## src/rtl/ram_arb_pkg.sv

```systemverilog
// Shared types and constants for the two-master block-RAM arbiter.
package ram_arb_pkg;

  localparam int RAM_ADDR_W = 9;
  localparam int RAM_DATA_W = 8;
  localparam int RUN_W      = 4;

  typedef enum logic [1:0] {
    IDLE = 2'd0,
    OWN0 = 2'd1,
    OWN1 = 2'd2
  } own_e;

  // Read tag: {valid, master id}
  localparam int TAG_W   = 2;
  localparam int TAG_VLD = 1;
  localparam int TAG_ID  = 0;

  function automatic own_e own_of(input logic id);
    if (id) return OWN1;
    return OWN0;
  endfunction

endpackage

```

## src/rtl/ram_arbiter_if.sv

```systemverilog
// Per-master request/grant/read-return bundle shared by the arbiter and its masters.
interface ram_arbiter_if #(
  parameter int ADDR_W = 9,
  parameter int DATA_W = 8
);
  logic              req;
  logic              we;
  logic [ADDR_W-1:0] addr;
  logic [DATA_W-1:0] wdata;
  logic              gnt;
  logic              rvalid;
  logic [DATA_W-1:0] rdata;

  modport master (output req, we, addr, wdata, input gnt, rvalid, rdata);
  modport slave  (input req, we, addr, wdata, output gnt, rvalid, rdata);
endinterface

```

## src/rtl/ram_arb_rdpipe.sv

```systemverilog
// Two-stage read-tag delay line matching the RAM's address + data register latency.
module ram_arb_rdpipe
  import ram_arb_pkg::*;
(
  input  logic             clk,
  input  logic             clr_i,
  input  logic [TAG_W-1:0] tag_i,
  output logic             vld_o,
  output logic             id_o
);

  logic [TAG_W-1:0] tag_p1_q;
  logic [TAG_W-1:0] tag_p2_q;

  // p1: address registered toward RAM; p2: RAM data available
  always_ff @(posedge clk) begin
    if (clr_i) begin
      tag_p1_q <= '0;
      tag_p2_q <= '0;
    end else begin
      tag_p1_q <= tag_i;
      tag_p2_q <= tag_p1_q;
    end
  end

  assign vld_o = tag_p2_q[TAG_VLD];
  assign id_o  = tag_p2_q[TAG_ID];

endmodule

```

## src/rtl/ram_arbiter.sv

```systemverilog
// Sticky-owner, burst-limited arbiter sharing one registered-read block RAM between two masters.
module ram_arbiter
  import ram_arb_pkg::*;
#(
  parameter int ADDR_W = RAM_ADDR_W,
  parameter int DATA_W = RAM_DATA_W,
  parameter int BURST  = 4
) (
  input  logic              clk,
  input  logic              rst,
  ram_arbiter_if.slave      m0,
  ram_arbiter_if.slave      m1,
  input  logic [DATA_W-1:0] dread,
  output logic [ADDR_W-1:0] c_raddr,
  output logic [ADDR_W-1:0] c_waddr,
  output logic [DATA_W-1:0] dwrite,
  output logic              write_en
);

  localparam logic [RUN_W-1:0] BURST_C = RUN_W'(BURST);

  own_e              own_q, own_d;
  logic [RUN_W-1:0]  run_q, run_d;
  logic              gnt0, gnt1, acc, sel;
  logic              a_we;
  logic [ADDR_W-1:0] a_addr;
  logic [DATA_W-1:0] a_wdata;
  logic [ADDR_W-1:0] c_raddr_q, c_waddr_q;
  logic [DATA_W-1:0] dwrite_q, rdata0_q, rdata1_q;
  logic              we_q;
  logic              vld_p2, id_p2, rv0, rv1;

  // Grant decision: depends only on req, own and run
  always_comb begin
    gnt0 = 1'b0;
    gnt1 = 1'b0;
    if (!rst) begin
      if (m0.req && m1.req) begin
        case (own_q)
          OWN0:    if (run_q < BURST_C) gnt0 = 1'b1; else gnt1 = 1'b1;
          OWN1:    if (run_q < BURST_C) gnt1 = 1'b1; else gnt0 = 1'b1;
          default: gnt0 = 1'b1;
        endcase
      end else begin
        gnt0 = m0.req;
        gnt1 = m1.req;
      end
    end
  end

  assign acc     = gnt0 | gnt1;
  assign sel     = gnt1;
  assign a_we    = sel ? m1.we    : m0.we;
  assign a_addr  = sel ? m1.addr  : m0.addr;
  assign a_wdata = sel ? m1.wdata : m0.wdata;

  always_comb begin
    own_d = own_q;
    run_d = run_q;
    if (acc) begin
      if (own_q != own_of(sel)) begin
        own_d = own_of(sel);
        run_d = RUN_W'(1);
      end else if (run_q < BURST_C) begin
        run_d = run_q + RUN_W'(1);
      end
    end
  end

  always_ff @(posedge clk) begin
    if (rst) begin
      own_q     <= IDLE;
      run_q     <= '0;
      we_q      <= 1'b0;
      c_raddr_q <= '0;
      c_waddr_q <= '0;
      dwrite_q  <= '0;
      rdata0_q  <= '0;
      rdata1_q  <= '0;
    end else begin
      own_q <= own_d;
      run_q <= run_d;
      we_q  <= acc & a_we;
      if (acc && a_we) begin
        c_waddr_q <= a_addr;
        dwrite_q  <= a_wdata;
      end
      if (acc && !a_we) c_raddr_q <= a_addr;
      if (rv0) rdata0_q <= dread;
      if (rv1) rdata1_q <= dread;
    end
  end

  ram_arb_rdpipe u_rdpipe (
    .clk   (clk),
    .clr_i (rst),
    .tag_i ({acc & ~a_we, sel}),
    .vld_o (vld_p2),
    .id_o  (id_p2)
  );

  // Returns and the write strobe are masked in the reset cycle so in-flight work is dropped
  assign rv0      = vld_p2 & ~id_p2 & ~rst;
  assign rv1      = vld_p2 &  id_p2 & ~rst;
  assign write_en = we_q & ~rst;

  assign c_raddr   = c_raddr_q;
  assign c_waddr   = c_waddr_q;
  assign dwrite    = dwrite_q;
  assign m0.gnt    = gnt0;
  assign m1.gnt    = gnt1;
  assign m0.rvalid = rv0;
  assign m1.rvalid = rv1;
  assign m0.rdata  = rv0 ? dread : rdata0_q;
  assign m1.rdata  = rv1 ? dread : rdata1_q;

endmodule

```

## src/flat_wrapper.sv

```systemverilog
// flat-port wrapper written by rule: the top's interface ports become plain ports
module ram_arbiter_flat import ram_arb_pkg::*;
#(
  parameter int ADDR_W = RAM_ADDR_W,
  parameter int DATA_W = RAM_DATA_W,
  parameter int BURST  = 4
)
  (clk, rst, dread, c_raddr, c_waddr, dwrite, write_en, m0_req, m0_we, m0_addr, m0_wdata, m0_gnt, m0_rvalid, m0_rdata, m1_req, m1_we, m1_addr, m1_wdata, m1_gnt, m1_rvalid, m1_rdata);
  ram_arbiter_if #(.ADDR_W(ADDR_W), .DATA_W(DATA_W)) m0_i ();
  ram_arbiter_if #(.ADDR_W(ADDR_W), .DATA_W(DATA_W)) m1_i ();
  input  logic clk;
  input  logic rst;
  input  logic [DATA_W-1:0] dread;
  output logic [ADDR_W-1:0] c_raddr;
  output logic [ADDR_W-1:0] c_waddr;
  output logic [DATA_W-1:0] dwrite;
  output logic write_en;
  input wire logic [$bits(m0_i.req)-1:0] m0_req;
  input wire logic [$bits(m0_i.we)-1:0] m0_we;
  input wire logic [$bits(m0_i.addr)-1:0] m0_addr;
  input wire logic [$bits(m0_i.wdata)-1:0] m0_wdata;
  output wire logic [$bits(m0_i.gnt)-1:0] m0_gnt;
  output wire logic [$bits(m0_i.rvalid)-1:0] m0_rvalid;
  output wire logic [$bits(m0_i.rdata)-1:0] m0_rdata;
  input wire logic [$bits(m1_i.req)-1:0] m1_req;
  input wire logic [$bits(m1_i.we)-1:0] m1_we;
  input wire logic [$bits(m1_i.addr)-1:0] m1_addr;
  input wire logic [$bits(m1_i.wdata)-1:0] m1_wdata;
  output wire logic [$bits(m1_i.gnt)-1:0] m1_gnt;
  output wire logic [$bits(m1_i.rvalid)-1:0] m1_rvalid;
  output wire logic [$bits(m1_i.rdata)-1:0] m1_rdata;
  assign m0_i.req = m0_req;
  assign m0_i.we = m0_we;
  assign m0_i.addr = m0_addr;
  assign m0_i.wdata = m0_wdata;
  assign m0_gnt = m0_i.gnt;
  assign m0_rvalid = m0_i.rvalid;
  assign m0_rdata = m0_i.rdata;
  assign m1_i.req = m1_req;
  assign m1_i.we = m1_we;
  assign m1_i.addr = m1_addr;
  assign m1_i.wdata = m1_wdata;
  assign m1_gnt = m1_i.gnt;
  assign m1_rvalid = m1_i.rvalid;
  assign m1_rdata = m1_i.rdata;
  ram_arbiter #(.ADDR_W(ADDR_W), .DATA_W(DATA_W), .BURST(BURST)) u_core (.clk(clk), .rst(rst), .m0(m0_i), .m1(m1_i), .dread(dread), .c_raddr(c_raddr), .c_waddr(c_waddr), .dwrite(dwrite), .write_en(write_en));
endmodule
```

## config.mk

```make
export PLATFORM = sky130hd
export DESIGN_NAME = ram_arbiter_flat
export DESIGN_NICKNAME = d
export VERILOG_FILES = /design/src/rtl/ram_arb_pkg.sv /design/src/rtl/ram_arbiter_if.sv /design/src/rtl/ram_arb_rdpipe.sv /design/src/rtl/ram_arbiter.sv /design/src/flat_wrapper.sv
export SDC_FILE = /design/constraint.sdc
export NUM_CORES = 1
export LEC_CHECK = 0
export ABC_AREA = 1
export BUFFER_PORTS_ARGS = -buffer_cell sky130_fd_sc_hd__buf_2
export CAP_MARGIN = 20
export CORE_ASPECT_RATIO = 0.75
export CORE_MARGIN = 1
export CORE_UTILIZATION = 50
export CTS_BUF_LIST = sky130_fd_sc_hd__clkbuf_4 sky130_fd_sc_hd__clkbuf_8
export DETAILED_ROUTE_END_ITERATION = 10
export MAX_ROUTING_LAYER = met4
export PLACE_DENSITY = 0.8
export SYNTH_ARGS = -nofsm -noshare
export SYNTH_HDL_FRONTEND = slang
export SYNTH_SLANG_ARGS = --single-unit
```

## constraint.sdc

```tcl
create_clock -name clk -period 2.9 [get_ports clk]
set_clock_uncertainty 0.05 [all_clocks]
set_input_delay 0.29 -clock clk [delete_from_list [all_inputs] [get_ports clk]]
set_output_delay 0.29 -clock clk [all_outputs]
set_load 0.02 [all_outputs]
```

==> run_summary.xml, run 1 <==
<?xml version="1.0" encoding="UTF-8"?>
<metrics>
  <group name="run_status">
    <metric name="run_status" unit="">finished clean</metric>
  </group>
  <group name="synthesis">
    <metric name="gate_count_after_technology_mapping" unit="">370</metric>
    <metric name="ys_dominant_reg_cell" unit="">sky130_fd_sc_hd__dfxtp_1</metric>
    <metric name="postSynth.asyncResetShare" unit="">0</metric>
    <metric name="synth_cell_types" unit="">34</metric>
    <metric name="synth_seq_cells" unit="">53</metric>
    <metric name="syn_area" unit="mm2">0.00268</metric>
    <metric name="synth_sequential_area_ratio" unit="">0.396</metric>
    <metric name="ys_warn_count" unit="">0</metric>
    <metric name="number_of_synthesized_flops_with_an_enable_pin" unit="">0</metric>
    <metric name="syn_nets" unit="">421</metric>
    <metric name="synthesis.area_per_instance" unit="um2">7.25</metric>
  </group>
  <group name="global_route">
    <metric name="largest_net_degree_at_the_start_of_global_routing" unit="">28</metric>
    <metric name="groute.usage.overall" unit="">0.212</metric>
    <metric name="grt_pass1_wl" unit="mm">9.32</metric>
    <metric name="first_global_vias" unit="">2188</metric>
    <metric name="grt_overflow_total" unit="">0</metric>
    <metric name="antenna_found_initial" unit="">0</metric>
  </group>
  <group name="place">
    <metric name="half_perimeter_wire_length_after_detailed_placement" unit="mm">4.19</metric>
    <metric name="dpl-instance-area" unit="mm2">0.00314</metric>
    <metric name="dp_worst_setup_slack" unit="ps">952</metric>
    <metric name="io_buffers" unit="">94</metric>
    <metric name="routabilityCongestion" unit="">0.802</metric>
    <metric name="numPlacedInstances" unit="">524</metric>
  </group>
  <group name="final_layout">
    <metric name="finish.instance_area" unit="mm2">0.00328</metric>
    <metric name="layout.core_utilization" unit="">0.651</metric>
    <metric name="register_area" unit="mm2">0.00106</metric>
    <metric name="nNetsFinal" unit="">510</metric>
    <metric name="layout_common_cells" unit="">sky130_fd_sc_hd__buf_2, sky130_fd_sc_hd__nand2_1, sky130_fd_sc_hd__dfxtp_1</metric>
    <metric name="areaGrowthSynthToFinish" unit="%">22.3</metric>
    <metric name="most_common_cell_after_layout_fill_and_taps_aside" unit="">sky130_fd_sc_hd__buf_2</metric>
    <metric name="diodes" unit="">0</metric>
    <metric name="fraction_of_final_layout_cells_sized_beyond_drive_strength_1" unit="">0.352</metric>
    <metric name="filler_cell_count" unit="">461</metric>
    <metric name="fin_cells" unit="">532</metric>
    <metric name="area_of_combinational_cells_with_multiple_inputs" unit="mm2">0.00131</metric>
  </group>
  <group name="worst_setup_path">
    <metric name="worstRegToRegCells" unit="">12</metric>
    <metric name="cp_cell_instances" unit="">inv_1 &gt; nor2_1 &gt; nand2_1 &gt; inv_1 &gt; or2_2 &gt; inv_1 &gt; a21oi_1 &gt; buf_2</metric>
    <metric name="worst_ep_required_time" unit="ps">2560</metric>
    <metric name="setup.worst_path.start" unit="">u_core.u_rdpipe.tag_p2_q[1]</metric>
    <metric name="path_max_fanout" unit="">25</metric>
    <metric name="r2r_slack" unit="ps">960</metric>
    <metric name="slowest_delay" unit="ps">460</metric>
    <metric name="criticalPathCategory" unit="">reg -&gt; out</metric>
    <metric name="worst_setup_path_end_kind" unit="">output port</metric>
    <metric name="cp-endpoint" unit="">m0_rdata[0]</metric>
    <metric name="start_kind" unit="">flop</metric>
    <metric name="cp_common_cell" unit="">sky130_fd_sc_hd__inv_1</metric>
    <metric name="critical-path-slowest-cell" unit="">sky130_fd_sc_hd__inv_1</metric>
    <metric name="worstReg2RegEnd" unit="">u_core.c_raddr[0]</metric>
    <metric name="timing.rr.start" unit="">u_core.own_q[1]</metric>
    <metric name="worst-endpoint-arrival" unit="ps">1860</metric>
  </group>
  <group name="cts">
    <metric name="cts.root.buffer_cell" unit="">sky130_fd_sc_hd__clkbuf_8</metric>
    <metric name="cts_hold_buffers" unit="">0</metric>
    <metric name="max-clock-path-buffers" unit="">2</metric>
    <metric name="cts.repair_timing.setup_buffer_count" unit="">0</metric>
    <metric name="cts_made_buffers" unit="">5</metric>
    <metric name="htree_levels" unit="">2</metric>
    <metric name="cts_tree" unit="">built</metric>
    <metric name="post_cts.resized_instances" unit="">0</metric>
    <metric name="cts.clk_slew.worst_paths" unit="ps">90</metric>
    <metric name="worstSkewPairLatency" unit="ps">300</metric>
    <metric name="cts_num_sinks" unit="">53</metric>
  </group>
  <group name="floorplan">
    <metric name="design.portCount" unit="">95</metric>
    <metric name="initial_util" unit="">0.532</metric>
    <metric name="dieWidth" unit="um">86.6</metric>
    <metric name="die-area" unit="mm2">0.00566</metric>
    <metric name="num_rows" unit="">22</metric>
    <metric name="core" unit="mm2">0.00504</metric>
    <metric name="die_h" unit="um">65.4</metric>
  </group>
  <group name="sta">
    <metric name="timing.final.setup_violations" unit="">0</metric>
    <metric name="period_needed" unit="ps">2200</metric>
    <metric name="tightestPinTransition" unit="ps">623</metric>
    <metric name="rsz_0062_raised_after_global_routing" unit="">no</metric>
    <metric name="finalHoldViolations" unit="">0</metric>
    <metric name="slew_viol_final" unit="">0</metric>
    <metric name="slew_headroom" unit="">0.584</metric>
    <metric name="fmax_achieved" unit="MHz">455</metric>
    <metric name="layout_worst_path_cycle_share" unit="">0.758</metric>
    <metric name="timing.hold.ws" unit="ps">200</metric>
    <metric name="post-route-worst-setup-slack" unit="ps">703</metric>
    <metric name="fin_tns_setup" unit="ps">0</metric>
  </group>
  <group name="drt">
    <metric name="drc" unit="">0</metric>
    <metric name="drt-total-wl" unit="mm">5.71</metric>
    <metric name="drt_first_pass_iters" unit="">4</metric>
    <metric name="routedWlPerCell" unit="um">10.7</metric>
    <metric name="routed_via_density" unit="">4.58</metric>
    <metric name="vias" unit="">2439</metric>
    <metric name="count_of_antenna_violating_nets_left_after_detailed_routing" unit="">0</metric>
    <metric name="drt_iter0_markers" unit="">95</metric>
  </group>
  <group name="power_and_ir_drop">
    <metric name="power_per_cell_area" unit="mW/mm2">525</metric>
    <metric name="worst_ir_drop_on_vdd" unit="mV">0.335</metric>
    <metric name="power" unit="mW">1.72</metric>
    <metric name="p_leak" unit="nW">1.85</metric>
  </group>
  <group name="min_path">
    <metric name="timing.hold.worst_path_depth" unit="">3</metric>
    <metric name="worst_hold_path_type" unit="">in -&gt; reg</metric>
  </group>
  <group name="run">
    <metric name="max_cap_violations" unit="">0</metric>
  </group>
</metrics>
cell families after synthesis:
family / share of synthesized area
simple gates: 0.389
buf+inv: 0.118
flops: 0.396
compound gates: 0.0807
fa+ha+maj: 0.0140
xor+xnor: 0.00327
registers in the layout, indices dropped and copies added, names as in the netlist:
register                  count
u_core.c_waddr                9
u_core.c_raddr                9
u_core.run_q                  4
u_core.we_q                   1
u_core.rdata0_q               8
u_core.u_rdpipe.tag_p1_q      2
u_core.dwrite                 8
u_core.u_rdpipe.tag_p2_q      2
u_core.rdata1_q               8
u_core.own_q                  2
cell usage after synthesis (3+ instances only):
cell type                  count  area [um2]
sky130_fd_sc_hd__ha_1          3        37.5
sky130_fd_sc_hd__nor2_1       50         188
sky130_fd_sc_hd__buf_6         3        33.8
sky130_fd_sc_hd__buf_2         5        25.0
sky130_fd_sc_hd__nand3_1       4        20.0
sky130_fd_sc_hd__a211oi_1      9        67.6
sky130_fd_sc_hd__or2_2        18         113
sky130_fd_sc_hd__o21ai_1       7        35.0
sky130_fd_sc_hd__inv_1        48         180
sky130_fd_sc_hd__a21oi_1      11        55.1
sky130_fd_sc_hd__nor2_2       18         113
sky130_fd_sc_hd__or2_1         7        43.8
sky130_fd_sc_hd__o21ai_0      10        50.1
sky130_fd_sc_hd__nand2_1      92         345
sky130_fd_sc_hd__dfxtp_1      53        1060
sky130_fd_sc_hd__nand2_2       6        37.5
worst min-delay path by stage:
| stage | startpoint | endpoint | slack (ps) |
|---|---|---|---|
| CTS | dread[6] | u_core.rdata0_q[6] | 190 |
| global route | dread[6] | u_core.rdata0_q[6] | 210 |
| detailed placement | u_core.u_rdpipe.tag_p1_q[1] | u_core.u_rdpipe.tag_p2_q[1] | 350 |
| finish | dread[6] | u_core.rdata0_q[6] | 200 |
| floorplan | u_core.u_rdpipe.tag_p1_q[0] | u_core.u_rdpipe.tag_p2_q[0] | 340 |
| global placement | u_core.u_rdpipe.tag_p1_q[1] | u_core.u_rdpipe.tag_p2_q[1] | 360 |
where the power goes:
group / switching, mW / total (mW) / internal, mW
clock network: 0.238 / 0.580 / 0.343
logic: 0.218 / 0.346 / 0.128
registers: 0.0230 / 0.794 / 0.771
critical path: cells and delay by family (launching register included):
| kind | cells | cell delay [ps] |
|---|---|---|
| flip-flops | 1 | 320 |
| AND/OR/NAND/NOR | 3 | 380 |
| buffers and inverters | 4 | 730 |
| AO/OA/AOI/OAI | 1 | 130 |
per-layer routing:
| layer | global-route usage | part of all wire | vias to the layer above |
|---|---|---|---|
| li1 | - | - | 1298 |
| met1 | 0.268 | 0.50 | 1063 |
| met2 | 0.355 | 0.45 | 73 |
| met3 | 0.0477 | 0.053 | 5 |
| met4 | 0.0354 | 0.0037 | 0 |
| met5 | - | 0 | - |
layout make-up:
type | count | area share
multi-input cells | 251 | 0.398
clock inverters | 3 | 0.0198
clock buffers | 5 | 0.0210
repair buffers | 96 | 0.148
inverters | 52 | 0.0618
flip-flops and latches | 53 | 0.324
well taps | 72 | 0.0275
Note: power is estimated with default switching activity, not from simulation.
==> run 2, diff against run 1 <==
==> constraint.sdc (replaced) <==
create_clock -name clk -period 2.22 [get_ports clk]
set_clock_uncertainty 0.05 [all_clocks]
set_input_delay 0.222 -clock clk [delete_from_list [all_inputs] [get_ports clk]]
set_output_delay 0.222 -clock clk [all_outputs]
set_load 0.02 [all_outputs]
==> run_summary.xml, run 2 (same netlist as run 1, synthesis figures left out) <==
<?xml version="1.0" encoding="UTF-8"?>
<metrics>
  <group name="drt">
    <metric name="routedWlPerCell" unit="um">10.7</metric>
    <metric name="drc" unit="">0</metric>
    <metric name="vias" unit="">2520</metric>
    <metric name="drt_iter0_markers" unit="">114</metric>
    <metric name="routed_via_density" unit="">4.70</metric>
    <metric name="drt-total-wl" unit="mm">5.74</metric>
    <metric name="drt_first_pass_iters" unit="">5</metric>
    <metric name="count_of_antenna_violating_nets_left_after_detailed_routing" unit="">0</metric>
  </group>
  <group name="worst_setup_path">
    <metric name="start_kind" unit="">flop</metric>
    <metric name="path_max_fanout" unit="">19</metric>
    <metric name="slowest_delay" unit="ps">350</metric>
    <metric name="worst_setup_path_end_kind" unit="">output port</metric>
    <metric name="worst_ep_required_time" unit="ps">1950</metric>
    <metric name="cp_common_cell" unit="">sky130_fd_sc_hd__inv_1</metric>
    <metric name="worst-endpoint-arrival" unit="ps">1710</metric>
    <metric name="cp_cell_instances" unit="">inv_1 &gt; nor2_1 &gt; nand2_1 &gt; clkinvlp_4 &gt; or2_2 &gt; inv_1 &gt; a21oi_1 &gt; buf_2</metric>
    <metric name="criticalPathCategory" unit="">reg -&gt; out</metric>
    <metric name="worstPathBufferInverterCount" unit="">4</metric>
    <metric name="critical_path.top_delay_family" unit="">buffers and inverters</metric>
    <metric name="critical-path-slowest-cell" unit="">sky130_fd_sc_hd__or2_2</metric>
  </group>
  <group name="final_layout">
    <metric name="areaGrowthSynthToFinish" unit="%">22.8</metric>
    <metric name="nNetsFinal" unit="">514</metric>
    <metric name="filler_cell_count" unit="">467</metric>
    <metric name="diodes" unit="">0</metric>
    <metric name="layout_common_cells" unit="">sky130_fd_sc_hd__buf_2, sky130_fd_sc_hd__nand2_1, sky130_fd_sc_hd__dfxtp_1</metric>
    <metric name="most_common_cell_after_layout_fill_and_taps_aside" unit="">sky130_fd_sc_hd__buf_2</metric>
    <metric name="fraction_of_final_layout_cells_sized_beyond_drive_strength_1" unit="">0.360</metric>
  </group>
  <group name="sta">
    <metric name="post-route-worst-setup-slack" unit="ps">241</metric>
    <metric name="timing.final.setup_violations" unit="">0</metric>
    <metric name="finalHoldViolations" unit="">0</metric>
    <metric name="slew_viol_final" unit="">0</metric>
    <metric name="fmax_achieved" unit="MHz">505</metric>
    <metric name="period_needed" unit="ps">1980</metric>
    <metric name="slew_headroom" unit="">0.779</metric>
    <metric name="layout_worst_path_cycle_share" unit="">0.891</metric>
    <metric name="tightestPinTransition" unit="ps">331</metric>
    <metric name="fin_tns_setup" unit="ps">0</metric>
    <metric name="rsz_0062_raised_after_global_routing" unit="">no</metric>
  </group>
  <group name="floorplan">
    <metric name="core" unit="mm2">0.00504</metric>
    <metric name="die-area" unit="mm2">0.00566</metric>
    <metric name="num_rows" unit="">22</metric>
    <metric name="die_h" unit="um">65.4</metric>
    <metric name="initial_util" unit="">0.532</metric>
    <metric name="design.portCount" unit="">95</metric>
    <metric name="dieWidth" unit="um">86.6</metric>
  </group>
  <group name="global_route">
    <metric name="first_global_vias" unit="">2222</metric>
    <metric name="largest_net_degree_at_the_start_of_global_routing" unit="">28</metric>
    <metric name="groute.usage.overall" unit="">0.218</metric>
    <metric name="grt_pass1_wl" unit="mm">9.45</metric>
    <metric name="grt_overflow_total" unit="">0</metric>
    <metric name="antenna_found_initial" unit="">0</metric>
  </group>
  <group name="power_and_ir_drop">
    <metric name="power_per_cell_area" unit="mW/mm2">656</metric>
    <metric name="worst_ir_drop_on_vdd" unit="mV">0.320</metric>
    <metric name="p_leak" unit="nW">1.85</metric>
  </group>
  <group name="place">
    <metric name="half_perimeter_wire_length_after_detailed_placement" unit="mm">4.27</metric>
    <metric name="io_buffers" unit="">94</metric>
    <metric name="routabilityCongestion" unit="">0.848</metric>
    <metric name="dp_worst_setup_slack" unit="ps">289</metric>
  </group>
  <group name="run_status">
    <metric name="run_status" unit="">finished clean</metric>
  </group>
  <group name="cts">
    <metric name="cts.root.buffer_cell" unit="">sky130_fd_sc_hd__clkbuf_8</metric>
    <metric name="cts.clk_slew.worst_paths" unit="ps">90</metric>
    <metric name="cts_num_sinks" unit="">53</metric>
    <metric name="cts_made_buffers" unit="">5</metric>
    <metric name="worstSkewPairLatency" unit="ps">300</metric>
    <metric name="max-clock-path-buffers" unit="">2</metric>
    <metric name="htree_levels" unit="">2</metric>
    <metric name="cts_tree" unit="">built</metric>
    <metric name="cts_hold_buffers" unit="">0</metric>
    <metric name="cts.repair_timing.setup_buffer_count" unit="">0</metric>
  </group>
  <group name="min_path">
    <metric name="worst_hold_path_type" unit="">in -&gt; reg</metric>
  </group>
  <group name="run">
    <metric name="max_cap_violations" unit="">0</metric>
  </group>
</metrics>
-- run 2: layout make-up --
class | instances | area [um2] | share of cell area
Inverter | 52 | 206 | 0.0627
Clock buffer | 6 | 76.3 | 0.0232
Tap cell | 72 | 90.1 | 0.0274
Timing Repair Buffer | 100 | 515 | 0.157
Multi-Input combinational cell | 251 | 1310 | 0.396
Clock inverter | 2 | 38.8 | 0.0118
Sequential cell | 53 | 1060 | 0.322
-- run 2: worst register-to-register path, stage by stage (launching register included) --
cell	delay [ps]
sky130_fd_sc_hd__dfxtp_1	370
sky130_fd_sc_hd__inv_1	70
sky130_fd_sc_hd__ha_1	200
sky130_fd_sc_hd__nand2_1	110
sky130_fd_sc_hd__nand3_4	110
sky130_fd_sc_hd__nand2_8	190
sky130_fd_sc_hd__inv_4	140
sky130_fd_sc_hd__nand2_2	100
sky130_fd_sc_hd__nand2_4	70
sky130_fd_sc_hd__nor2_8	220
sky130_fd_sc_hd__nand2_1	100
sky130_fd_sc_hd__nand2_1	90
sky130_fd_sc_hd__nor2_1	40
-- run 2: where the power goes --
part           leakage [nW]  internal [mW]  switching [mW]
clock network        0.0588          0.351           0.316
logic                  1.36          0.169           0.285
registers             0.433           1.01          0.0305
total                  1.85           1.53           0.632
-- run 2: worst paths after layout --
check	cells past startpoint	slack (ps)	from	to
worst min-delay path	3	130	dread[0]	u_core.rdata0_q[0]
worst max-delay path	8	240	u_core.u_rdpipe.tag_p2_q[1]	m0_rdata[5]
worst max register to register	12	260	u_core.own_q[1]	u_core.c_raddr[1]
worst min register to register	2	360	u_core.u_rdpipe.tag_p1_q[0]	u_core.u_rdpipe.tag_p2_q[0]
-- run 2: what timing repair did --
action	4_1_cts	5_1_grt
setup endpoints to repair	0	4
hold endpoints to repair	0	0
resized for setup	0	1
-- run 2: per-stage QoR --
stage                     instance area, um2  total power [mW]  instances  utilization  hold slack (ps)
after global placement                  3170              1.50        528        0.630              345
after detailed placement                3170              1.51        528        0.630              353
after CTS                               3290              2.18        536        0.653              115
after floorplan                         2680              1.39        370            -              324
after global routing                    3290              2.27        536        0.654              122
final                                   3290              2.16        536        0.654              127
-- run 2: routing by layer --
metal	GRT usage	routed length, um	vias up
li1	-	-	1300
met1	0.271	2780	1129
met2	0.365	2590	82
met3	0.0440	301	9
met4	0.0583	67	0
met5	-	0	-
